[config.mk]
export PLATFORM = sky130hd
export DESIGN_NAME = scic_io_port
export DESIGN_NICKNAME = d
export VERILOG_FILES = /design/src/rtl/scic_pkg.sv /design/src/rtl/scic_debounce.sv /design/src/rtl/scic_io_port.sv
export SDC_FILE = /design/constraint.sdc
export NUM_CORES = 1
export LEC_CHECK = 0
export BUFFER_PORTS_ARGS = -buffer_cell sky130_fd_sc_hd__buf_2
export CAP_MARGIN = 10
export CORE_MARGIN = 10
export CORE_UTILIZATION = 40
export CTS_CLUSTER_DIAMETER = 200
export DETAILED_ROUTE_END_ITERATION = 12
export HOLD_SLACK_MARGIN = 0.03
export PLACE_DENSITY = 0.59
export SLEW_MARGIN = 20
export SYNTH_ARGS = -nofsm -noshare
export SYNTH_HDL_FRONTEND = slang
export SYNTH_SLANG_ARGS = --single-unit
[constraint.sdc]
create_clock -name clock -period 2.2 [get_ports clock]
set_clock_uncertainty 0.2 [all_clocks]
set_input_delay 0 -clock clock [delete_from_list [all_inputs] [get_ports clock]]
set_output_delay 0 -clock clock [all_outputs]
set_load 0.05 [all_outputs]
[src/rtl/scic_pkg.sv]
// Shared definitions for the SCIC switch/LED I/O port: register map constants.
package scic_pkg;

    typedef enum logic [1:0] {
        SW_STATE  = 2'd0,
        SW_CHANGE = 2'd1,
        LED       = 2'd2,
        IRQ_EN    = 2'd3
    } scic_addr_e;

endpackage

[src/rtl/scic_debounce.sv]
// One switch channel: 2-flop synchroniser followed by a stable-count debouncer.
// chg pulses in the cycle before deb flips so the owner can latch a flag on the same edge.
module scic_debounce #(
    parameter int DEBOUNCE_CYCLES = 4
) (
    input  logic clock,
    input  logic reset,
    input  logic pin,
    output logic deb,
    output logic chg
);

    localparam int              CNT_W    = $clog2(DEBOUNCE_CYCLES + 1);
    localparam logic [CNT_W-1:0] CNT_LAST = CNT_W'(DEBOUNCE_CYCLES - 1);
    localparam logic [CNT_W-1:0] CNT_ONE  = CNT_W'(1);

    logic             sync1_r;
    logic             sync2_r;
    logic             deb_r;
    logic [CNT_W-1:0] cnt_r;
    logic             chg_s;

    // Acceptance happens on the edge where the count would reach DEBOUNCE_CYCLES.
    always_comb begin
        chg_s = 1'b0;
        if ((sync2_r != deb_r) && (cnt_r == CNT_LAST)) begin
            chg_s = 1'b1;
        end else begin
            chg_s = 1'b0;
        end
    end

    // Synchroniser, stability counter and debounced state.
    always_ff @(posedge clock or negedge reset) begin
        if (!reset) begin
            sync1_r <= 1'b0;
            sync2_r <= 1'b0;
            deb_r   <= 1'b0;
            cnt_r   <= '0;
        end else begin
            sync1_r <= pin;
            sync2_r <= sync1_r;
            if (sync2_r == deb_r) begin
                cnt_r <= '0;
            end else if (chg_s) begin
                deb_r <= sync2_r;
                cnt_r <= '0;
            end else begin
                cnt_r <= cnt_r + CNT_ONE;
            end
        end
    end

    assign deb = deb_r;
    assign chg = chg_s;

endmodule

[src/rtl/scic_io_port.sv]
// Register-mapped switch input / LED output port with debounced change flags and a level irq.
module scic_io_port
    import scic_pkg::*;
#(
    parameter int NUM_SW          = 4,
    parameter int NUM_LED         = 4,
    parameter int DATA_W          = 8,
    parameter int DEBOUNCE_CYCLES = 4
) (
    input  logic               clock,
    input  logic               reset,
    input  logic [NUM_SW-1:0]  switches,
    output logic [NUM_LED-1:0] LEDs,
    input  logic [1:0]         addr,
    input  logic               wr_en,
    input  logic [DATA_W-1:0]  wr_data,
    input  logic               rd_en,
    output logic [DATA_W-1:0]  rd_data,
    output logic               irq
);

    logic [NUM_SW-1:0]  sw_state_s;
    logic [NUM_SW-1:0]  sw_set_s;
    logic [NUM_SW-1:0]  sw_clr_s;
    logic [NUM_SW-1:0]  sw_change_r;
    logic [NUM_SW-1:0]  irq_en_r;
    logic [NUM_LED-1:0] led_r;
    logic [DATA_W-1:0]  rd_mux_s;
    logic [DATA_W-1:0]  rd_data_r;
    logic               unused_wr_s;

    for (genvar i = 0; i < NUM_SW; i++) begin : g_sw
        scic_debounce #(
            .DEBOUNCE_CYCLES (DEBOUNCE_CYCLES)
        ) u_deb (
            .clock (clock),
            .reset (reset),
            .pin   (switches[i]),
            .deb   (sw_state_s[i]),
            .chg   (sw_set_s[i])
        );
    end

    // Write-one-to-clear mask for the change flags.
    always_comb begin
        sw_clr_s = '0;
        if (wr_en && (addr == SW_CHANGE)) begin
            sw_clr_s = wr_data[NUM_SW-1:0];
        end else begin
            sw_clr_s = '0;
        end
    end

    // Read mux over current (pre-write) register contents, upper bits zero.
    always_comb begin
        rd_mux_s = '0;
        case (addr)
            SW_STATE:  rd_mux_s[NUM_SW-1:0]  = sw_state_s;
            SW_CHANGE: rd_mux_s[NUM_SW-1:0]  = sw_change_r;
            LED:       rd_mux_s[NUM_LED-1:0] = led_r;
            IRQ_EN:    rd_mux_s[NUM_SW-1:0]  = irq_en_r;
            default:   rd_mux_s              = '0;
        endcase
    end

    // Register file and read-data capture; a new transition beats a same-cycle clear.
    always_ff @(posedge clock or negedge reset) begin
        if (!reset) begin
            sw_change_r <= '0;
            irq_en_r    <= '0;
            led_r       <= '0;
            rd_data_r   <= '0;
        end else begin
            sw_change_r <= (sw_change_r & ~sw_clr_s) | sw_set_s;
            if (wr_en && (addr == LED)) begin
                led_r <= wr_data[NUM_LED-1:0];
            end
            if (wr_en && (addr == IRQ_EN)) begin
                irq_en_r <= wr_data[NUM_SW-1:0];
            end
            if (rd_en) begin
                rd_data_r <= rd_mux_s;
            end
        end
    end

    assign unused_wr_s = ^wr_data;
    assign LEDs        = led_r;
    assign rd_data     = rd_data_r;
    assign irq         = |(sw_change_r & irq_en_r);

endmodule
==> metrics <==
outcome completed; mux cell area share after synthesis 13.07%; Synth Area in Compound Gates 5.167%; R2R depth 3; CP required 2.17 ns; CP Class primary input to flop; DRC errors left 0; max_slew headroom 43.35%; Clk Latency, worst-skew pair around 0.28 ns; most frequent cell after synthesis dfrtp_1; vias per inst 5.024; max-cap violation count 0; fill count 384; hpwl dp around 2.3 mm; min cycle time layout 1.522 ns; WL/cell 14.86 µm; Largest stage delay, worst path between 0.5 and 0.6 ns; Final Max Slew Viols 0; Die ar. 7083 µm²; setup slack, reg-to-reg 0.72 ns; layout cells sized above 1 25.16%; clk sink count 40; CP Launch Type primary input; Adder-Cell Fraction of Synth Area under 10%; FF+latch count, synth 40; global route overflow 0; Post-Route WL 3.047 mm; Hold Slack 0.1436 ns; met3 GRT Util 4.251%; vias in the first global route roughly 1.2k; first-pass GRT wire length ~5.3 mm; EDFF count, synth 0; Worst Setup End Kind flop; Syn. warnings 0; Worst Hold Class flop to flop; CP cell instances dlygate4sd3_1 > buf_2 > nand3b_1 > mux2_2; sequential-to-total area share from yosys stat 60.79%; period utilisation layout about 69%; largest family of logic cells by synthesized area multiplexers; critical path arrival 1.49 ns; largest cells by area after synthesis dfrtp_1 (61%), mux2_2 (8.2%), mux2i_1 (4.9%); Pleak 0.9080 nW; post_cts resized 0; DR vias 1030; clk slew on worst S/H paths ~0.070 ns; GRT busiest layer met2; worst-case clock buffer depth 2; GRT Resource Usage Total 9.160%; Top Ports 31; Slew @ Worst Pin 0.8497 ns; Die Width around 84 µm; final-stage net count 179; slowest cell on the critical path dlygate4sd3_1; CTS tree built; hold depth 0; Yosys top cell area share around three fifths; Core Util, Final between 40% and 50%; ant diodes 0; Final Cell Area slightly below 2000 µm²; endpoints failing setup 0; Initial Utilization 41.16%; Placer Congestion 0.7293; area grow syn2layout 20.74%; largest net degree at the start of global routing 41; Port Buffers 22; Synth Area in XOR/XNOR about 2.1%; row count 23; ys flop type dfrtp_1; fmax 657.0 MHz; DIE HEIGHT between 80 and 90 µm; Max VDD drop between 0.4 and 0.5 mV; Iter 0 DRT Violations 31; met2 GRT Util roughly 16%; Cells after Synth around 120; initial antenna violation count 0; total negative slack 0 ns; Yosys top cell by area dfrtp_1; First-pass DRT Iterations 4; Synth Area in Simple Gates 13.07%; PwrDens between 1000 and 1500 nW/µm²; commonest cells in the netlist dfrtp_1 (40), mux2_2 (12), nand2b_1 (9); Inserted Clock Buffers 5; Yosys cell types 19; synthesized cell area around 1600 µm²; Design Power 0.002168 W; remaining antenna violation count 0; htree depth 2; Max FO, Critical Path 14; Hold Vio Cnt, Final 0; DP Area 1789 µm²; asr flop ratio synth 100.0%; CORE AREA 4000 µm²; clock root buffer clkbuf_8; RSZ-0062 raised after global routing no; Avg Cell Area, Syn 14.07 µm²; met1 GRT Util 9.420%
critical path, delay by kind of cell:
family | cells | cell delay, ns
mux | 1 | 0.36
buf+inv | 2 | 0.84
simple gates | 1 | 0.28
worst paths after layout:
kind | start | end
max | addr[0] | LEDs[2]
min | g_sw[3].u_deb.sync1_r | g_sw[3].u_deb.sync2_r
max reg2reg | g_sw[3].u_deb.cnt_r[0] | g_sw[3].u_deb.deb
min reg2reg | g_sw[3].u_deb.sync1_r | g_sw[3].u_deb.sync2_r
max in group asynchronous | reset | g_sw[0].u_deb.deb
min in group asynchronous | reset | g_sw[0].u_deb.cnt_r[1]
metal layers:
metal / wire length [µm] / share of wire, %
met3: 204 / 6.7
met1: 1271 / 42
met5: 0 / 0
met4: 57 / 1.9
met2: 1514 / 50
placed cells by master, fill, tap and decap left out, drive strengths merged:
| cell | n |
|---|---|
| a22oi | 2 |
| buf | 22 |
| clkbuf | 5 |
| conb | 4 |
| dfrtp | 40 |
| dlygate4sd3 | 13 |
| ha | 4 |
| mux2 | 12 |
| mux2i | 8 |
| nand2 | 2 |
| nand2b | 9 |
| nand3 | 1 |
| nand3b | 1 |
| nand4b | 4 |
| nor2b | 5 |
| nor3 | 4 |
| nor3b | 7 |
| o221ai | 4 |
| o2bb2ai | 4 |
| xnor2 | 4 |
final cells by class:
| type | instances | area, µm² | share of cell area (%) |
|---|---|---|---|
| sequential | 40 | 1001 | 50.35 |
| multi-input combinational | 75 | 615.6 | 30.96 |
| timing repair buffer | 35 | 240.2 | 12.08 |
| clock buffer | 5 | 68.82 | 3.461 |
| tap | 50 | 62.56 | 3.147 |
registers in the layout, summed over array words and instances (netlist names):
register,flops
g_sw.u_deb.sync2_r,4
g_sw.u_deb.deb,4
sw_change_r,4
g_sw.u_deb.cnt_r,12
LEDs,4
irq_en_r,4
rd_data,4
g_sw.u_deb.sync1_r,4
metrics by stage:
| stage | setup slack [ns] | std cells |
|---|---|---|
| floorplan | 0.8383 | 120 |
| global placement | 0.7800 | 187 |
| detailed placement | 0.7141 | 187 |
| CTS | 0.6744 | 205 |
| global route | 0.6040 | 205 |
| finish | 0.6780 | 205 |
cell families (layout without fill, tap and decap cells):
group / after synthesis / in the layout
mux: 20 / 20
buf+inv: 5 / 40
compound gates: 10 / 10
fa+ha+maj: 4 / 4
xor+xnor: 4 / 4
simple gates: 33 / 33
flops: 40 / 40
other cells: 1 / 4
repair_timing:
action                                 CTS  global route
hold buffers                            13             0
endpoints found under the hold margin   60             0
setup buffers                            0             0
report_power, final:
| group | switching [W] | total [W] | internal (W) | leakage (nW) |
|---|---|---|---|---|
| logic | 0.000411 | 0.000690 | 0.000279 | 0.378 |
| registers | 0.000129 | 0.00105 | 0.000925 | 0.494 |
| clock network | 0.000219 | 0.000423 | 0.000204 | 0.0359 |
No activity file was read; power rests on OpenSTA's default activity.
